--- src/rtl/frame_capture_ctrl.sv ---
// Single-frame capture sequencer: gates one camera frame into SDRAM, then streams it out as Avalon-ST RGB.
// Optional watchdog on ARM/CAPTURE is enabled by defining FRAME_TIMEOUT_EN.
module frame_capture_ctrl #(
   parameter int ASIZE          = 23,
   parameter int H_ACTIVE       = 640,
   parameter int V_ACTIVE       = 480,
   parameter int FRAME_BASE     = 0,
   parameter int BURST_LEN      = 256,
   parameter int TIMEOUT_CYCLES = 5000000
) (
   input  logic             CLOCK_50,
   input  logic             reset,
   input  logic             capture_req,
   input  logic             frame_sof,
   input  logic             wr_pixel_valid,
   output logic             wr_en,
   output logic             img_captured,
   output logic             rd_req,
   output logic [ASIZE-1:0] rd_start_addr,
   output logic [ASIZE-1:0] rd_max_addr,
   output logic [10:0]      rd_len,
   input  logic [9:0]       rd_pixel_data,
   input  logic             rd_fifo_empty,
   output logic             rd_fifo_rdreq,
   output logic [23:0]      st_data,
   output logic             st_valid,
   output logic             st_sop,
   output logic             st_eop,
   input  logic             st_ready,
   output logic             cap_err
);

   localparam int FRAME_PIXELS = H_ACTIVE * V_ACTIVE;
   localparam int PIX_W        = $clog2(FRAME_PIXELS);
   localparam int CNT_W        = $clog2(FRAME_PIXELS + 1);

   typedef enum logic [2:0] {IDLE, ARM, CAPTURE, READ_REQ, STREAM} state_t;

   state_t           state, state_next;
   logic [PIX_W-1:0] pix_cnt;
   logic [CNT_W-1:0] popped;
   logic [CNT_W-1:0] beat_cnt;
   logic             last_accept;
   logic             abort;
   logic             timeout;
   logic             beat_done;

   assign beat_done = st_valid && st_ready;

   always_ff @(posedge CLOCK_50) begin
      if (reset) state <= IDLE;
      else       state <= state_next;
   end

   // NOTE: every output of this block gets a default first, so no path can leave a latch behind.
   always_comb begin
      state_next    = state;
      wr_en         = 1'b0;
      rd_req        = 1'b0;
      rd_fifo_rdreq = 1'b0;
      last_accept   = 1'b0;
      abort         = 1'b0;
      case (state)
         IDLE: if (capture_req) state_next = ARM;
         ARM: begin
            if (frame_sof) begin
               state_next = CAPTURE;
            end else if (timeout) begin
               abort      = 1'b1;
               state_next = IDLE;
            end
         end
         CAPTURE: begin
            wr_en = 1'b1;
            if (wr_pixel_valid && pix_cnt == PIX_W'(FRAME_PIXELS - 1)) begin
               last_accept = 1'b1;
               state_next  = READ_REQ;
            end else if (timeout) begin
               abort      = 1'b1;
               state_next = IDLE;
            end
         end
         READ_REQ: begin
            rd_req     = 1'b1;
            state_next = STREAM;
         end
         STREAM: begin
            rd_fifo_rdreq = !rd_fifo_empty && (!st_valid || st_ready)
                            && (popped < CNT_W'(FRAME_PIXELS));
            if (beat_done && beat_cnt == CNT_W'(FRAME_PIXELS - 1)) state_next = IDLE;
         end
         default: state_next = IDLE;
      endcase
   end

   // NOTE: sequential state uses non-blocking assignments only, so every flop samples pre-edge values.
   always_ff @(posedge CLOCK_50) begin
      if (reset) begin
         pix_cnt       <= '0;
         img_captured  <= 1'b0;
         rd_start_addr <= '0;
         rd_max_addr   <= '0;
         rd_len        <= '0;
         cap_err       <= 1'b0;
      end else begin
         cap_err <= abort;
         if (state == IDLE && capture_req) img_captured <= 1'b0;
         if (state == ARM && frame_sof) pix_cnt <= '0;
         if (state == CAPTURE) begin
            if (last_accept) begin
               img_captured  <= 1'b1;
               rd_start_addr <= ASIZE'(FRAME_BASE);
               rd_max_addr   <= ASIZE'(FRAME_BASE + FRAME_PIXELS);
               rd_len        <= 11'(BURST_LEN);
            end else if (frame_sof) begin
               // Short frame: restart, and a coincident pixel becomes pixel 0.
               pix_cnt <= wr_pixel_valid ? PIX_W'(1) : '0;
            end else if (wr_pixel_valid) begin
               pix_cnt <= pix_cnt + PIX_W'(1);
            end
         end
      end
   end

   always_ff @(posedge CLOCK_50) begin
      if (reset) begin
         popped   <= '0;
         beat_cnt <= '0;
         st_data  <= '0;
         st_valid <= 1'b0;
         st_sop   <= 1'b0;
         st_eop   <= 1'b0;
      end else begin
         if (state == READ_REQ) begin
            popped   <= '0;
            beat_cnt <= '0;
         end
         if (rd_fifo_rdreq) begin
            st_valid <= 1'b1;
            st_data  <= {3{rd_pixel_data[9:2]}};
            st_sop   <= (popped == '0);
            st_eop   <= (popped == CNT_W'(FRAME_PIXELS - 1));
            popped   <= popped + CNT_W'(1);
         end else if (beat_done) begin
            st_valid <= 1'b0;
            st_sop   <= 1'b0;
            st_eop   <= 1'b0;
         end
         if (beat_done) beat_cnt <= beat_cnt + CNT_W'(1);
      end
   end

`ifdef FRAME_TIMEOUT_EN
   localparam int WD_W = $clog2(TIMEOUT_CYCLES + 1);
   logic [WD_W-1:0] wd_cnt;

   always_ff @(posedge CLOCK_50) begin
      if (reset)                                wd_cnt <= '0;
      else if (state_next != state)             wd_cnt <= '0;
      else if (state == ARM || state == CAPTURE) wd_cnt <= wd_cnt + WD_W'(1);
   end

   assign timeout = (wd_cnt == WD_W'(TIMEOUT_CYCLES - 1));
`else
   logic unused_timeout;
   assign timeout        = 1'b0;
   assign unused_timeout = (TIMEOUT_CYCLES == 0);
`endif

   // Only the top 8 bits of the 10-bit pixel reach the grey output.
   logic unused_pixel_lsbs;
   assign unused_pixel_lsbs = ^rd_pixel_data[1:0];

endmodule

--- config.mk ---
export PLATFORM = sky130hd
export DESIGN_NAME = frame_capture_ctrl
export DESIGN_NICKNAME = d
export VERILOG_FILES = /design/src/rtl/frame_capture_ctrl.sv
export SDC_FILE = /design/constraint.sdc
export NUM_CORES = 1
export LEC_CHECK = 0
export CAP_MARGIN = 10
export CORE_AREA = 2 2 107 88
export DETAILED_ROUTE_END_ITERATION = 7
export DIE_AREA = 0 0 109 90
export GPL_ROUTABILITY_DRIVEN = 0
export PLACE_DENSITY = 0.76
export SYNTH_ARGS = -nofsm -noshare
export SYNTH_HDL_FRONTEND = slang
export SYNTH_SLANG_ARGS = --single-unit
export TNS_END_PERCENT = 5
--- constraint.sdc ---
create_clock -name CLOCK_50 -period 4.6 [get_ports CLOCK_50]
set_input_delay 1.38 -clock CLOCK_50 [delete_from_list [all_inputs] [get_ports CLOCK_50]]
set_output_delay 1.38 -clock CLOCK_50 [all_outputs]
set_load 0.03 [all_outputs]
; ---- Word level (Yosys, flattened, before mapping)
; Index checks and enable logic that the tools add are counted.
[classes]
add_sub_neg = 3
n_lt_le_gt_ge = 1
n_eq_ne = 11
mux = 26
reduce_logical = 17
[ops]
columns = operator, count
row1 = 19-bit two-way mux, 8
row2 = "19-bit by 1-bit adder with 19-bit output, second input constant", 3
row3 = "19-bit equality test, second input constant", 3
row4 = 19-bit logical NOT, 1
row5 = "19-bit < comparator, second input constant", 1
row6 = 3-bit one-hot mux with 5 select lines, 1
row7 = 1-bit two-way mux, 13
row8 = 3-bit two-way mux, 4
row9 = "2-bit inequality test, second input constant", 4
row10 = 1-bit logical AND, 7
row11 = "3-bit by 2-bit equality test with 1-bit output, second input constant", 2
row12 = 2-bit nonzero test, 3
row13 = 4-bit AND reduction, 1
row14 = "3-bit by 1-bit equality test with 1-bit output, second input constant", 1
row15 = "3-bit equality test, second input constant", 1
row16 = 3-bit logical NOT, 1
row17 = 1-bit logical NOT, 2
row18 = 2-bit AND reduction, 1
row19 = 1-bit logical OR, 1
[word_totals]
register_bits = 90
in_bits = 17
wordCells = 69

; ---- Logic depth before layout (Yosys ltp)
; Gate-level depths: netlist (run 1).
[logic_depth]
word_depth = 7
ltp_mapped = 8
mapped_depth_nobuf = 7

; ---- Worst setup path before layout (run 1)
; OpenSTA, ideal clock, no wires.
[synth_timing]
path_type = in2out
startpoint = input st_ready
endpoint = output rd_fifo_rdreq
t_arrival_ns = 2.619
path_slack_ns = 0.601
path_stages = 5
path_buffers = 1
cell_sequence = nor2b_1 -> or3_4 -> a21o_1 -> inv_2 -> buf_1
[synth_between]
elab_chain_cells = 4
[synth_lines]
columns = element, line_no
row1 = start: declaration, 29  ; input logic st_ready,
row2 = 1-bit logical OR, 88  ; rd_fifo_rdreq = !rd_fifo_empty && (!st_valid || st_ready)
row3 = 1-bit logical AND, 88
row4 = 1-bit logical AND, 89  ; && (popped < CNT_W'(FRAME_PIXELS));
row5 = 1-bit two-way mux, 63  ; case (state)
row6 = end: declaration, 24  ; output logic rd_fifo_rdreq,
; Every way passes these cells.

; ---- Worst setup path after layout (run 1)
; Ends and elaborated chain as after synthesis.

==> results.txt, run 1 <==
----------------------------------------------------
[Global route]
  Total grt overflow ... 0
  Pin count of the biggest net entering global routing ... 37
  Antenna violations before repair ... 0
  Wire length of the first global-routing pass ... approximately 16 mm
  Number of global-route vias before repair ... roughly 3,500
  Total global routing track utilization ... 19.4%

[Critical path]
  Crit-path max FO ... 3
  Critical path's slowest cell ... sky130_fd_sc_hd__clkdlybuf4s50_1
  Setup crit start ... st_ready
  Class of the most critical setup path ... input port to primary output
  Crit path capture type ... primary output
  Required time reported for the critical path endpoint ... about 3.2 ns
  Kind of start point of the critical path ... input port
  CP cell instances ... clkdlybuf4s50_1, nor2b_1, or3_4, a21o_1, inv_2, buf_4
  Startpoint of the worst register-to-register path ... state[2]
  CP Data Arrival Time ... roughly 2.8 ns
  Delay of the slowest cell on the worst path ... approximately 0.50 ns

[Drt]
  Via Count ... 3,870
  Iteration-0 DRC Markers ... between 300 and 400
  Detail-routed net length per standard cell ... approximately 14 um
  Routed Wire Length ... 9.60 mm
  Length of the first detailed-routing pass in iterations ... 7
  Mean number of vias per cell ... between 5 and 6
  Post-route DRC violation count ... 0
  Post-route ant nets ... 0

[STA]
  Aggregate negative setup slack ... 0 ns
  Fin Hold WS ... 0.481 ns
  Final setup violation count ... 0
  Unrepaired setup endpoints after global routing ... no
  Time the final worst path needs with I/O delays and setup ... between 4 and 5 ns
  Post-route clock period utilization ... between 90% and 100%
  Peak clock frequency supported by timing ... around 240 MHz
  Max-slew violation total from the final report ... 0
  Count of endpoints failing hold in the final timing report ... 0
  Clock skew after layout ... approximately 0.013 ns
  Slew at the pin closest to its max-slew limit ... just over 0.9 ns
  Slew headroom ... a little under two fifths

[Clock network]
  Number of buffers inserted to repair setup after CTS ... 0
  Clock buffers created by TritonCTS ... 9
  Count of cells resized by post-cts repair ... 0
  Number of H-tree branching levels ... 3
  CTS Sinks ... 73
  Clock tree from TritonCTS ... done
  Post-CTS Hold Buffers ... 0
  Clock-pin slew of the registers on the worst-case setup and hold paths ... ~0.080 ns
  Buffer levels on the longest clock path ... 2
  Root Buffer ... sky130_fd_sc_hd__clkbuf_8
  Clock Latency Late Sink ... ~0.35 ns

[Die]
  Die Y-Extent ... around 90 um
  Die outline width ... between 100 and 150 um
  Area of the die ... ~10000 sq um
  Initial core utilization ... 48.3%
  Boundary Pins ... approximately 110
  Core Region ... roughly 8800 sq um
  Std-Cell Rows ... 31

[Placed design]
  HPWL after detailed placement ... around 6.7 mm
  Placed Instances ... around 660
  Number of port buffers ... 50

[Synthesis]
  Sequential share of the synthesized area ... between 30% and 40%
  Synth Cell Area ... between 4000 and 5000 sq um
  Top_reg_cell synth ... sky130_fd_sc_hd__dfxtp_1
  Number of distinct library cell variants in the gate-level netlist after synthesis ... 55
  Gate count after technology mapping ... about 540
  Synth Warn # ... 0
  Async SR Flop Fraction ... 0%
  Avg Inst Size Synth ... around 8.0 sq um
  Total of flip-flops plus latches after synthesis ... 73
  Number of enable flip-flop cells after synthesis ... 0

[Power]
  Static leakage ... between 1.5 and 2 nW
  Final total power ... about 0.0014 W
  Max rail drop VDD ... slightly above 0.2 mV
  Power density cells ... 293 nW/um^2

[Final layout]
  Final Instance Count excl. Fillers ... around 680
  Area delta synth->final ... 11.3%
  Finished Core Util ... between 50% and 60%
  Final nets ... just under 600
  ANT cells ... 0
  Fraction of final layout cells with drive strength greater than 1 ... about 6.4%

[Worst hold path]
  Startpoint of the lowest-slack hold path ... st_eop
  Type of the tightest min-delay check ... flop to flop

[Run status]
  Result of the run ... finished clean

[Flow run]
  Max-cap check violation count ... 0

----------------------------------------------------
[cell usage in the layout, fill, tap and decap left out, types with 6 or more instances in the layout]
cell type / count
sky130_fd_sc_hd__or3_1: 9
sky130_fd_sc_hd__a21oi_1: 45
sky130_fd_sc_hd__buf_4: 7
sky130_fd_sc_hd__dfxtp_1: 73
sky130_fd_sc_hd__o21ai_0: 17
sky130_fd_sc_hd__nand3_1: 36
sky130_fd_sc_hd__nor2_1: 34
sky130_fd_sc_hd__nand4_1: 10
sky130_fd_sc_hd__and3_1: 7
sky130_fd_sc_hd__nor3_1: 7
sky130_fd_sc_hd__clkbuf_8: 10
sky130_fd_sc_hd__clkdlybuf4s50_1: 48
sky130_fd_sc_hd__and4_1: 7
sky130_fd_sc_hd__inv_1: 8
sky130_fd_sc_hd__nand3b_1: 6
sky130_fd_sc_hd__nand2_1: 56
sky130_fd_sc_hd__or4_1: 7
sky130_fd_sc_hd__conb_1: 53
sky130_fd_sc_hd__a311oi_1: 8
sky130_fd_sc_hd__xnor2_1: 6
sky130_fd_sc_hd__a31oi_1: 10
[worst max-delay path: cells and delay by family]
| kind | cells | cell delay (ns) |
|---|---|---|
| compound gates | 1 | 0.20 |
| simple gates | 2 | 0.48 |
| buf+inv | 3 | 0.71 |
[cells in the mapped netlist, types with 6 or more instances]
cell / instances / area share (%)
sky130_fd_sc_hd__xnor2_1: 6 / 1.2
sky130_fd_sc_hd__nand3_1: 36 / 4.2
sky130_fd_sc_hd__a311oi_1: 8 / 1.6
sky130_fd_sc_hd__nor2_1: 34 / 3.0
sky130_fd_sc_hd__nand3b_1: 6 / 1.1
sky130_fd_sc_hd__dfxtp_1: 73 / 34
sky130_fd_sc_hd__a21oi_1: 45 / 5.3
sky130_fd_sc_hd__o21ai_0: 17 / 2.0
sky130_fd_sc_hd__nand4_1: 10 / 1.5
sky130_fd_sc_hd__or4_1: 7 / 1.2
sky130_fd_sc_hd__buf_4: 73 / 13
sky130_fd_sc_hd__nand2_1: 56 / 4.9
sky130_fd_sc_hd__and4_1: 7 / 1.4
sky130_fd_sc_hd__inv_1: 8 / 0.71
sky130_fd_sc_hd__clkbuf_1: 17 / 1.5
sky130_fd_sc_hd__a31oi_1: 10 / 1.5
sky130_fd_sc_hd__or3_1: 9 / 1.3
sky130_fd_sc_hd__nor3_1: 7 / 0.82
sky130_fd_sc_hd__and3_1: 7 / 1.0
[metal layers]
metal	wire, um	track usage (%)	vias to the layer above	part of all wire, %
met3	850	5.95	18	8.9
met2	4360	30.9	193	45
li1	-	-	1869	-
met4	136	6.09	0	1.4
met5	0	0	-	0
met1	4250	25.0	1790	44
[path summary, 6_finish.rpt]
path                    to  slack, ns  cells after the start
max          rd_fifo_rdreq       0.45                      6
min                 st_eop       0.48                      2
max reg2reg     popped[13]       2.17                      5
min reg2reg         st_eop       0.48                      2
[area by class of cell]
type / count / area, sq um
Sequential cell: 73 / 1460
Fill cell: 781 / 4070
Timing Repair Buffer: 56 / 538
Clock buffer: 11 / 141
Inverter: 9 / 33.8
Tap cell: 115 / 144
Multi-Input combinational cell: 409 / 2310
Clock inverter: 5 / 103
[per-stage QoR]
stage / cell area [sq um] / setup slack, ns
floorplan: 4450 / 0.601
global placement: 4490 / 0.467
detailed placement: 4490 / 0.444
CTS: 4740 / 0.444
global route: 4740 / 0.386
finish: 4740 / 0.446
[power breakdown]
group / internal (W) / leakage, nW / switching, W
Sequential: 0.000634 / 0.588 / 0.00000539
Clock: 0.000374 / 0.120 / 0.000246
Combinational: 0.0000268 / 0.929 / 0.000100
Total: 0.00104 / 1.64 / 0.000351
[state kept, by name (all words and copies together) (netlist names)]
register	cells
popped	19
pix_cnt	19
st_valid	1
rd_max_addr	1
state	3
img_captured	1
st_data	8
beat_cnt	19
st_sop	1
st_eop	1
[cell families (layout without fill, tap and decap cells)]
kind of cell	after synthesis	in the layout	share of synthesized area, %
buffers and inverters	105	81	15.9
AOI/OAI and AO/OA	124	124	19.1
and+or+nand+nor	215	215	26.7
DFF	73	73	34.3
adders and majority gates	4	4	1.18
other	1	53	0.0881
xor gates and xnor gates	11	11	2.26
muxes	2	2	0.470
Note: power is estimated with default switching activity, not from simulation.
==> run 2, diff against run 1 <==
--- a/config.mk
+++ b/config.mk
@@ -7,6 +7,7 @@
 export LEC_CHECK = 0
 export CAP_MARGIN = 10
 export CORE_AREA = 2 2 107 88
+export CTS_CLUSTER_DIAMETER = 50
 export DETAILED_ROUTE_END_ITERATION = 7
 export DIE_AREA = 0 0 109 90
 export GPL_ROUTABILITY_DRIVEN = 0
==> results of run 2 <==
Final layout, timing and power as in run 1 (identical DEF).
